### src/rtl/param_down_counter_pkg.sv
// -----------------------------------------------------------------------------
// param_down_counter_pkg
// Shared definitions for the parameterized counter family (down-counter and
// its up-counting companion).
//   state_e      : FSM encoding of the down-counter (IDLE / RUN / DONE).
//   cnt_width()  : register width needed to hold counts 0..modulus-1.
//   clamp_to_max : saturates a requested count to the largest legal value.
// -----------------------------------------------------------------------------
package param_down_counter_pkg;

    typedef enum logic [1:0] {
        ST_IDLE = 2'b00,
        ST_RUN  = 2'b01,
        ST_DONE = 2'b10
    } state_e;

    // $clog2(2) is 1, and moduli below 2 are not legal, so a 1-bit floor
    // only protects against a degenerate zero-width vector.
    function automatic int unsigned cnt_width(input int unsigned modulus);
        return (modulus < 3) ? 1 : $clog2(modulus);
    endfunction

    function automatic int unsigned clamp_to_max(input int unsigned value,
                                                 input int unsigned max_value);
        return (value > max_value) ? max_value : value;
    endfunction

endpackage

### src/rtl/param_down_counter.sv
// -----------------------------------------------------------------------------
// param_down_counter
// Loadable down-counter / interval timer with a registered one-cycle
// terminal-count pulse and optional periodic auto-reload.
//
// Parameters: the modulus (>= 2) sets the legal counts 0..modulus-1, and the
// count width W is derived from it (not overridable).
// Ports
//   clk          clock, rising edge
//   rst_         asynchronous active-low reset
//   clr          synchronous abort back to IDLE (clears reload value and mode)
//   load         capture load_val (clamped to the largest legal count) and start
//   load_val     start / reload value
//   auto_reload  sampled with load: 1 = periodic, 0 = one-shot
//   en           decrement qualifier while running
//   q            current count
//   tc           terminal-count pulse, one cycle per expiry
//   busy         high while running
//   done         high after a one-shot expiry until the next load/clr
//
// Edge priority: rst_ > clr > load > en. All outputs come straight from
// flops, so there is no combinational path from any input to any output.
// -----------------------------------------------------------------------------
module param_down_counter
    import param_down_counter_pkg::*;
#(
    parameter  int unsigned MOD = 65536,
    localparam int unsigned W   = cnt_width(MOD)
) (
    input  logic         clk,
    input  logic         rst_,
    input  logic         clr,
    input  logic         load,
    input  logic [W-1:0] load_val,
    input  logic         auto_reload,
    input  logic         en,
    output logic [W-1:0] q,
    output logic         tc,
    output logic         busy,
    output logic         done
);

    state_e         state_q;
    logic [W-1:0]   count_q;
    logic [W-1:0]   reload_q;
    logic           mode_q;
    logic           tc_q;
    logic           busy_q;
    logic           done_q;

    // When MOD is a power of two every W-bit value is legal and the clamp
    // reduces to a pass-through.
    logic [W-1:0]   load_val_clamped;
    assign load_val_clamped = W'(clamp_to_max(32'(load_val), MOD - 1));

    always_ff @(posedge clk or negedge rst_) begin
        if (!rst_) begin
            state_q  <= ST_IDLE;
            count_q  <= '0;
            reload_q <= '0;
            mode_q   <= 1'b0;
            tc_q     <= 1'b0;
            busy_q   <= 1'b0;
            done_q   <= 1'b0;
        end else if (clr) begin
            state_q  <= ST_IDLE;
            count_q  <= '0;
            reload_q <= '0;
            mode_q   <= 1'b0;
            tc_q     <= 1'b0;
            busy_q   <= 1'b0;
            done_q   <= 1'b0;
        end else if (load) begin
            // A load while running restarts the interval; clearing tc here
            // is what suppresses an expiry that was about to happen.
            state_q  <= ST_RUN;
            count_q  <= load_val_clamped;
            reload_q <= load_val_clamped;
            mode_q   <= auto_reload;
            tc_q     <= 1'b0;
            busy_q   <= 1'b1;
            done_q   <= 1'b0;
        end else begin
            case (state_q)
                ST_RUN: begin
                    if (!en) begin
                        tc_q <= 1'b0;
                    end else if (count_q != '0) begin
                        count_q <= count_q - W'(1);
                        tc_q    <= 1'b0;
                    end else begin
                        // Expiry is taken at zero instead of decrementing,
                        // so the count never wraps.
                        tc_q <= 1'b1;
                        if (mode_q) begin
                            count_q <= reload_q;
                        end else begin
                            state_q <= ST_DONE;
                            busy_q  <= 1'b0;
                            done_q  <= 1'b1;
                        end
                    end
                end
                ST_DONE: begin
                    tc_q <= 1'b0;
                end
                default: begin
                    tc_q <= 1'b0;
                end
            endcase
        end
    end

    assign q    = count_q;
    assign tc   = tc_q;
    assign busy = busy_q;
    assign done = done_q;

endmodule

### config.mk
export PLATFORM = sky130hd
export DESIGN_NAME = param_down_counter
export DESIGN_NICKNAME = d
export VERILOG_FILES = /design/src/rtl/param_down_counter_pkg.sv /design/src/rtl/param_down_counter.sv
export SDC_FILE = /design/constraint.sdc
export NUM_CORES = 1
export LEC_CHECK = 0
export ABC_CLOCK_PERIOD_IN_PS = 5800
export CORE_MARGIN = 5
export CORE_UTILIZATION = 58
export CTS_BUF_LIST = sky130_fd_sc_hd__clkbuf_8
export DETAILED_ROUTE_END_ITERATION = 16
export PLACE_DENSITY = 0.88
export SLEW_MARGIN = 20
export SYNTH_ARGS = -nofsm -noshare
export SYNTH_HDL_FRONTEND = slang
export SYNTH_SLANG_ARGS = --single-unit
### constraint.sdc
create_clock -name clk -period 5.8 [get_ports clk]
set_clock_uncertainty 0.15 [all_clocks]
set_input_delay 1.16 -clock clk [delete_from_list [all_inputs] [get_ports clk]]
set_output_delay 1.16 -clock clk [all_outputs]
set_load 0.05 [all_outputs]
==> results of run 1 <==
-- power groups by stage --
stage | clock, mW | sequential [mW] | combinational (mW)
after global placement | 0 | 0.302 | 0.205
after detailed placement | 0 | 0.303 | 0.209
after floorplan | 0 | 0.338 | 0.103
after CTS | 0.164 | 0.299 | 0.210
final | 0.158 | 0.300 | 0.211
after global routing | 0.173 | 0.303 | 0.227
-- critical path, delay by kind of cell --
family | cells | cell delay [ns]
buffers and inverters | 2 | 1.17
AO/OA/AOI/OAI | 3 | 0.39
AND/OR/NAND/NOR | 2 | 0.80
-- logic make-up after synthesis --
family / synth area share [%]
buf+inv: 4.88
xor+xnor: 2.91
mux: 6.66
flops: 42.8
simple gates: 21.9
fa+ha+maj: 1.19
compound gates: 19.7
-- worst min path at each step --
| stage | start | endpoint | slack, ns | depth (start not counted) |
|---|---|---|---|---|
| final | reload_q[12]$_DFFE_PN0N_ | reload_q[12]$_DFFE_PN0N_ | 0.37 | 2 |
| after global routing | reload_q[1]$_DFFE_PN0N_ | reload_q[1]$_DFFE_PN0N_ | 0.40 | 2 |
| after CTS | reload_q[12]$_DFFE_PN0N_ | reload_q[12]$_DFFE_PN0N_ | 0.38 | 2 |
| after detailed placement | reload_q[12]$_DFFE_PN0N_ | reload_q[12]$_DFFE_PN0N_ | 0.36 | 2 |
| after global placement | reload_q[11]$_DFFE_PN0N_ | reload_q[11]$_DFFE_PN0N_ | 0.36 | 2 |
| after floorplan | reload_q[13]$_DFFE_PN0N_ | reload_q[13]$_DFFE_PN0N_ | 0.33 | 2 |
-- final cells by class --
class	count	area, um2
clock buffer	5	68.8
fill	244	835
timing repair buffer	44	430
multi-input combinational	171	1100
tap	46	57.6
inverter	6	22.5
sequential	36	901
-- sequential cells by signal, summed over array words and instances, names as in the netlist --
register and flops:
reload_q 16, state_q 2, mode_q 1, tc 1, q 16
-- routing by layer --
layer  global-route usage, %  vias up  part of all wire [%]
li1                        -      910                     -
met1                    31.3      910                    43
met2                    35.6      101                    46
met3                    7.32        6                   9.5
met4                    7.66        0                   1.0
met5                       0        -                     0
-- cell usage in the layout (no fill, tap or decap), drive strengths merged, types with 5 or more instances in the layout --
cell,netlist,layout
clkdlybuf4s50,0,40
dfrtp,36,36
nor2,33,33
nand2,26,26
a21oi,14,14
mux2i,14,14
o211ai,9,9
a31oi,7,7
o21ai,6,6
nor4,6,6
inv,5,5
a311oi,5,5
clkbuf,7,5
==> reports/results.ini, run 1 <==
[worst_setup_path]
worstSetupEndpoint=q[13]$_DFFE_PN0P_
r2r_cells=5
cpPeakStageDelay_ns=0.80
worst_ep_arrival_time_ns=3.53
cp.required_ns=5.86
r2r_end=q[5]$_DFFE_PN0P_
worst_setup_path_start_kind=input pin
worstReg2RegStart=q[11]$_DFFE_PN0P_
ff2ff_setup_slack_ns=2.99
worstPathCellList=clkdlybuf4s50_1, buf_4, nor2b_1, nand2_1, o211ai_1, a21oi_1, a31oi_1
critPathSlowestCell=clkdlybuf4s50_1
cp-end-kind=register
worstPathMaxFanout=21
crit_start=clr
path_class=in2reg

[sta]
min_period_over_period_pct=59.8
slew_viol_final=0
tightest_slew_ns=0.796
hold_viol=0
setup_violations=0
fin_hold_ws_ns=0.375
min_period_ns=3.47
rsz0062_at_grt=false
setup_slack_ns=2.33
fmax_mhz=288
final.setup.tns_ns=0
max_slew_margin_pct=46.8

[global_route]
grt_pass1_vias=1962
grt_max_degree=37
antenna_found_initial=0
grt-ovfl-total=0
grt_use_total_pct=23.3
grt_pass1_wl_um=9270

[final_layout]
layout-drive-gt1-share_pct=6.87
nets=288
area_growth_pct=22.7
diodes=0
finalNonFillerCells=308
final_core_util_pct=75.6
stdcell_area_um2=2580

[floorplanning]
io_pins=41
die_h_um=70.2
die_w_um=70.2
core_um2=3420
start_util_pct=61.6
dieArea_um2=4930
placementRows=21

[clock_network]
cts.reportedPaths.clkPinSlew_ns=0.06
worstSkewPairLatency_ns=0.29
clk_path_buf_depth=2
htreeDepth=2
cts_sinks=36
cts_tree=done
post_cts_buffers=0
cts_made_buffers=5
cts_resized=0
cts_root_buffer=clkbuf_8
cts_hold_buf=0

[pwr]
p_total_mw=0.668
clock_power_share_pct=23.6
p_sw_share_pct=35.7
p_int_mw=0.430
powerDensity_nw_per_um2=259
p_sw_mw=0.238
p_leak_nw=1.09
vdd_drop_max_uv=174
seq_power_share_pct=44.9
power_frac_comb_pct=31.5

[logic_synthesis]
yosysUniqueCellTypes=48
synth-edff-count=0
syn_inst=229
synth-async-reset-ratio_pct=100
synthTopCellsByCount=dfrtp_1 (36), nor2_1 (33), nand2_1 (26)
syn_area_um2=2100
yosysTopAreaCell=dfrtp_1
synth.most_common_cell=dfrtp_1
ys_ff_latch=36
synth_top_area_share_pct=42.8
ys.flop_type=dfrtp_1
syn_nets=253
yosysSeqAreaShare_pct=42.8
yosysWarningCount=0
synthTopCellsByArea=dfrtp_1 (43%), mux2i_1 (6.7%), nor2_1 (5.9%)
avgSynthCellArea_um2=9.19

[placed_design]
place_inst=303
place_ws_ns=2.08
place_congestion=0.859
dpl-instance-area_um2=2510
hpwl_um=3630
port_buffers=40

[routing]
drtPass1Iterations=4
dr_total_vias=1927
wl_per_cell_um=17.2
ant_nets=0
wl_um=5280
drcViolationCount=0
drtIter0Drc=211
routed_via_density=6.26

[status]
outcome=complete, no violations

[job]
max_cap_viol_count=0

[hold_path]
worst_hold_path_type=reg2reg

Power figures use the tool's default switching activity.
==> run 2: changes to the inputs <==
--- a/config.mk
+++ b/config.mk
@@ -5,12 +5,12 @@
 export SDC_FILE = /design/constraint.sdc
 export NUM_CORES = 1
 export LEC_CHECK = 0
-export ABC_CLOCK_PERIOD_IN_PS = 5800
+export ABC_CLOCK_PERIOD_IN_PS = 3000
 export CORE_MARGIN = 5
-export CORE_UTILIZATION = 58
+export CORE_UTILIZATION = 48
 export CTS_BUF_LIST = sky130_fd_sc_hd__clkbuf_8
 export DETAILED_ROUTE_END_ITERATION = 16
-export PLACE_DENSITY = 0.88
+export PLACE_DENSITY = 0.78
 export SLEW_MARGIN = 20
 export SYNTH_ARGS = -nofsm -noshare
 export SYNTH_HDL_FRONTEND = slang
==> constraint.sdc (replaced) <==
create_clock -name clk -period 3 [get_ports clk]
set_clock_uncertainty 0.15 [all_clocks]
set_input_delay 0.6 -clock clk [delete_from_list [all_inputs] [get_ports clk]]
set_output_delay 0.6 -clock clk [all_outputs]
set_load 0.05 [all_outputs]
==> run 2 against run 1 <==
Effect of this change:
- register-to-register slack got worse by 2.4 ns
- combinational power rose by 96%
- worst hold slack got worse by 0.0029 ns
- sequential share of layout area fell by 1.3 points
- first-iteration DRC count fell by 22%
- cell count rose by 5.2%
- die area rose by 18%
- power rose by 110%
- sequential power rose by 93%
- routed wire length fell by 1.4%
==> reports/results.ini, run 2 (synthesis results as in run 1) <==
[routing]
drcViolationCount=0  ; unchanged
dr_total_vias=1947  ; +1.0%
wl_um=5210  ; -1.4%
drtPass1Iterations=7  ; +3
wl_per_cell_um=16.1  ; -6.3%
routed_via_density=6.01  ; -4.0%
ant_nets=0  ; unchanged
drtIter0Drc=164  ; -22%

[floorplanning]
placementRows=24  ; +14%
die_w_um=76.2  ; +8.5%
die_h_um=76.2  ; +8.5%
start_util_pct=49.0  ; -13 points
dieArea_um2=5810  ; +18%
io_pins=41  ; unchanged
core_um2=4290  ; +26%

[clock_network]
cts.reportedPaths.clkPinSlew_ns=0.07  ; about the same
htreeDepth=2  ; unchanged
clk_path_buf_depth=2  ; unchanged
cts_resized=0  ; unchanged
post_cts_buffers=0  ; unchanged
cts_sinks=36  ; unchanged
cts_hold_buf=0  ; unchanged
cts_tree=done
worstSkewPairLatency_ns=0.30  ; about the same
cts_root_buffer=clkbuf_8
cts_made_buffers=5  ; unchanged

[sta]
rsz0062_at_grt=false
fmax_mhz=407
final.setup.tns_ns=0  ; unchanged
setup_violations=0  ; unchanged
fin_hold_ws_ns=0.372  ; -0.00291 ns
setup_slack_ns=0.546  ; -1.78 ns
tightest_slew_ns=0.584  ; -0.212 ns
slew_viol_final=0  ; unchanged
hold_viol=0  ; unchanged
max_slew_margin_pct=60.9  ; +14 points
min_period_over_period_pct=81.8
min_period_ns=2.45

[final_layout]
final_common_cell=clkdlybuf4s50_1
area_growth_pct=27.3
diodes=0  ; unchanged
regArea_um2=901  ; unchanged
layout-drive-gt1-share_pct=9.93  ; +3.1 points
fillers=368  ; +51%
multi_input_area_um2=1100  ; unchanged
nets=295  ; +2.4%
final_cell_mix=clkdlybuf4s50_1 (40), dfrtp_1 (36), nor2_1 (33)

[worst_setup_path]
worst-path-buf-inv=1  ; -1
worstPathMaxFanout=9  ; -57%
worst_ep_arrival_time_ns=1.70  ; -1.83 ns
critPathSlowestCell=clkdlybuf4s50_1
crit_family=buffers and inverters
worstPathCellList=clkdlybuf4s50_1
cp.required_ns=2.25  ; -3.61 ns
worst_setup_path_start_kind=register
cp-end-kind=output port
cpPeakStageDelay_ns=0.87  ; +0.07 ns
path_class=reg2out

[pwr]
powerDensity_nw_per_um2=527  ; +100%
p_total_mw=1.41  ; +110%
p_leak_nw=1.15  ; +5.3%
vdd_drop_max_uv=322  ; +85%

[job]
max_cap_viol_count=0  ; unchanged

[placed_design]
port_buffers=40  ; unchanged
place_congestion=0.898  ; +4.6%
hpwl_um=3620  ; -0.18%
place_ws_ns=0.488  ; -1.59 ns

[global_route]
grt_pass1_wl_um=9040  ; -2.4%
grt_max_degree=37  ; unchanged
antenna_found_initial=0  ; unchanged
grt_use_total_pct=19.0  ; -4.3 points
grt-ovfl-total=0  ; unchanged
grt_pass1_vias=1897  ; -3.3%

[status]
outcome=complete, no violations

[hold_path]
worst_hold_path_type=reg2reg

## run 2: cell count changes in the layout (fill, tap and decap cells not counted), sizes merged
| cell | before | now |
|---|---|---|
| buf | 4 | 11 |
| bufinv | 0 | 1 |
| clkinv | 1 | 2 |
| inv | 5 | 6 |
## run 2: final timing paths
| path | from | endpoint | slack [ns] | cells past startpoint |
|---|---|---|---|---|
| max in group asynchronous | rst_ | q[8]$_DFFE_PN0P_ | 1.79 | 2 |
| min in group asynchronous | rst_ | q[2]$_DFFE_PN0P_ | 0.58 | 2 |
| max | q[2]$_DFFE_PN0P_ | q[2] | 0.55 | 1 |
| min | reload_q[8]$_DFFE_PN0N_ | reload_q[8]$_DFFE_PN0N_ | 0.37 | 2 |
| max reg2reg | q[0]$_DFFE_PN0P_ | q[11]$_DFFE_PN0P_ | 0.55 | 8 |
| min reg2reg | reload_q[8]$_DFFE_PN0N_ | reload_q[8]$_DFFE_PN0N_ | 0.37 | 2 |
## run 2: report_power, final
group	switching, mW	internal (mW)
Combinational	0.243	0.170
Clock	0.179	0.243
Sequential	0.0569	0.521
## run 2: routing by layer
layer  track usage (%)  part of all wire [%]  vias up
li1                  -                     -      927
met1              25.3                    46      963
met3              3.31                   5.4        7
met5                 0                     0        -
met4              7.69                   1.7        0
met2              30.4                    47       50
## run 2: final cells by class
type / count / share of cell area, %
repair buffers: 51 / 18.0
multi-input cells: 171 / 41.1
well taps: 52 / 2.43
flip-flops and latches: 36 / 33.6
inverters: 6 / 0.840
clock buffers: 5 / 2.57
clock inverters: 3 / 1.45
## run 2: per-stage QoR
stage	cells	util, %	cell area, um2
floorplan	229	-	2100
global placement	316	59.9	2570
detailed placement	316	59.9	2570
CTS	324	62.4	2680
global route	324	62.4	2680
finish	324	62.4	2680
==> run 3: changes to the inputs <==
--- a/config.mk
+++ b/config.mk
@@ -5,7 +5,7 @@
 export SDC_FILE = /design/constraint.sdc
 export NUM_CORES = 1
 export LEC_CHECK = 0
-export ABC_CLOCK_PERIOD_IN_PS = 3000
+export ABC_CLOCK_PERIOD_IN_PS = 2200
 export CORE_MARGIN = 5
 export CORE_UTILIZATION = 48
 export CTS_BUF_LIST = sky130_fd_sc_hd__clkbuf_8
==> constraint.sdc (replaced) <==
create_clock -name clk -period 2.2 [get_ports clk]
set_clock_uncertainty 0.15 [all_clocks]
set_input_delay 0.44 -clock clk [delete_from_list [all_inputs] [get_ports clk]]
set_output_delay 0.44 -clock clk [all_outputs]
set_load 0.05 [all_outputs]
==> run 3 against run 2 <==
Effect of this change:
- non-clock buffer count increased by 18
- utilization increased by 3.6 points
- first-iteration DRC count increased by 6.1%
- power increased by 37%
- setup slack got worse by 0.51 ns
- sequential cell count unchanged
- die area unchanged
- global-route usage increased by 1.6 points
- via count increased by 5.9%
- worst hold slack improved by 0.0022 ns
- cell count increased by 5.6%
- sequential share of layout area decreased by 1.7 points
==> reports/results.ini, run 3 (synthesis results as in run 1) <==
[status]
outcome=complete, no violations

[floorplanning]
die_w_um=76.2  ; unchanged
io_pins=41  ; unchanged
placementRows=24  ; unchanged
die_h_um=76.2  ; unchanged
start_util_pct=49.0  ; unchanged
dieArea_um2=5810  ; unchanged
core_um2=4290  ; unchanged

[worst_setup_path]
critPathSlowestCell=or4b_4
worst-path-buf-inv=1  ; unchanged
worstPathMaxFanout=4  ; -5
path_class=reg2reg
cp-end-kind=register
worst_ep_arrival_time_ns=2.22  ; +0.52 ns
r2r_end=q[10]$_DFFE_PN0P_
r2r_cells=7  ; -1
worst_setup_path_start_kind=register
cpPeakStageDelay_ns=0.49  ; -0.38 ns
crit_family=simple AND/OR/NAND/NOR gates
cp.required_ns=2.26  ; about the same
ff2ff_setup_slack_ns=0.04  ; -0.51 ns
worstPathCellList=inv_2, ha_4, or4b_4, nor3_4, mux2i_1, o41a_1, a211oi_2
worstReg2RegStart=q[0]$_DFFE_PN0P_

[final_layout]
nets=313  ; +6.1%
final_cell_mix=buf_4 (44), nor2_1 (32), dfrtp_1 (32)
final_common_cell=buf_4
layout-drive-gt1-share_pct=24.8  ; +15 points
finalNonFillerCells=342  ; +5.6%
diodes=0  ; unchanged
stdcell_area_um2=2840  ; +5.8%
area_growth_pct=34.8
fillers=359  ; -2.4%

[sta]
tightest_slew_ns=0.552  ; -0.0318 ns
max_slew_margin_pct=62.8  ; +1.9 points
min_period_ns=2.16
min_period_over_period_pct=98.3
slew_viol_final=0  ; unchanged
rsz0062_at_grt=true
setup_violations=0  ; unchanged
fmax_mhz=462
hold_viol=0  ; unchanged

[global_route]
grt_max_degree=37  ; unchanged
grt_pass1_vias=2000  ; +5.4%
grt_pass1_wl_um=9950  ; +10%
antenna_found_initial=0  ; unchanged
grt-ovfl-total=0  ; unchanged
grt_use_total_pct=20.5  ; +1.6 points

[pwr]
p_leak_nw=1.27  ; +10%
vdd_drop_max_uv=373  ; +16%
powerDensity_nw_per_um2=681  ; +29%

[routing]
drtIter0Drc=174  ; +6.1%
wl_um=6030  ; +16%
dr_total_vias=2061  ; +5.9%
ant_nets=0  ; unchanged
drcViolationCount=0  ; unchanged
routed_via_density=6.03  ; +0.28%
wl_per_cell_um=17.6  ; +9.6%
drtPass1Iterations=5  ; -2

[clock_network]
cts_sinks=36  ; unchanged
cts_made_buffers=5  ; unchanged
cts.reportedPaths.clkPinSlew_ns=0.08  ; about the same
cts_root_buffer=clkbuf_8
clk_path_buf_depth=2  ; unchanged
htreeDepth=2  ; unchanged
cts_hold_buf=0  ; unchanged
worstSkewPairLatency_ns=0.29  ; about the same
cts_tree=done

[placed_design]
port_buffers=40  ; unchanged
place_inst=329  ; +4.1%
place_congestion=0.892  ; -0.73%
dpl-instance-area_um2=2660  ; +3.3%
hpwl_um=4160  ; +15%

[job]
max_cap_viol_count=0  ; unchanged

[hold_path]
worst_hold_path_type=in2async

## run 3: changes by cell type in the layout (fill, tap and decap cells not counted), sizes merged
cell	previous run	this run
clkdlybuf4s50	40	24
clkinv	2	1
clkbuf	5	6
buf	11	45
inv	6	7
bufinv	1	0
## run 3: stage by stage
| stage | TNS [ns] | hold WS, ns | worst slack (ns) | power (mW) | utilization, % |
|---|---|---|---|---|---|
| after floorplan | -0.00985 | -0.00559 | -0.00985 | 1.17 | - |
| after global placement | -0.0189 | 0.349 | -0.0189 | 1.39 | 61.9 |
| after detailed placement | -0.184 | 0.360 | -0.0782 | 1.40 | 61.9 |
| after CTS | 0 | 0.376 | 0.0158 | 1.89 | 64.3 |
| after global routing | -0.172 | 0.394 | -0.0818 | 2.02 | 66.1 |
| final | 0 | 0.374 | 0.0374 | 1.93 | 66.1 |
## run 3: routing by layer
layer | GRT usage (%) | up-vias | routed length [um]
met1 | 28.1 | 995 | 2640
met3 | 5.32 | 17 | 391
li1 | - | 960 | -
met5 | 0 | - | 0
met2 | 32.5 | 89 | 2860
met4 | 4.90 | 0 | 129
## run 3: worst max path at each step
stage | startpoint | endpoint | slack (ns) | cells past startpoint
after floorplan | q[0]$_DFFE_PN0P_ | q[10]$_DFFE_PN0P_ | -0.01 | 7
after detailed placement | q[0]$_DFFE_PN0P_ | q[0]$_DFFE_PN0P_ | -0.08 | 8
final | q[0]$_DFFE_PN0P_ | q[10]$_DFFE_PN0P_ | 0.04 | 7
after global placement | en | q[14]$_DFFE_PN0P_ | -0.02 | 5
after global routing | q[3]$_DFFE_PN0P_ | q[11]$_DFFE_PN0P_ | -0.08 | 5
after CTS | q[0]$_DFFE_PN0P_ | q[0]$_DFFE_PN0P_ | 0.02 | 8
## run 3: what timing repair did
item / in CTS / in global routing
setup buffers: 0 / 5
gates resized for setup: 2 / 9
setup endpoints to repair: 7 / 15
pin swaps: 1 / 2
## run 3: cell type report
type	instances	area, um2	area share (%)
clock buffer	6	82.6	2.91
clock inverter	2	7.51	0.265
inverter	6	22.5	0.794
multi-input combinational	171	1160	41.0
sequential	36	906	31.9
tap	52	65.1	2.29
timing repair buffer	69	591	20.8
## run 3: where the power goes
group / switching [mW] / internal (mW)
Combinational: 0.379 / 0.281
Clock: 0.242 / 0.246
Sequential: 0.0706 / 0.712
Total: 0.692 / 1.24
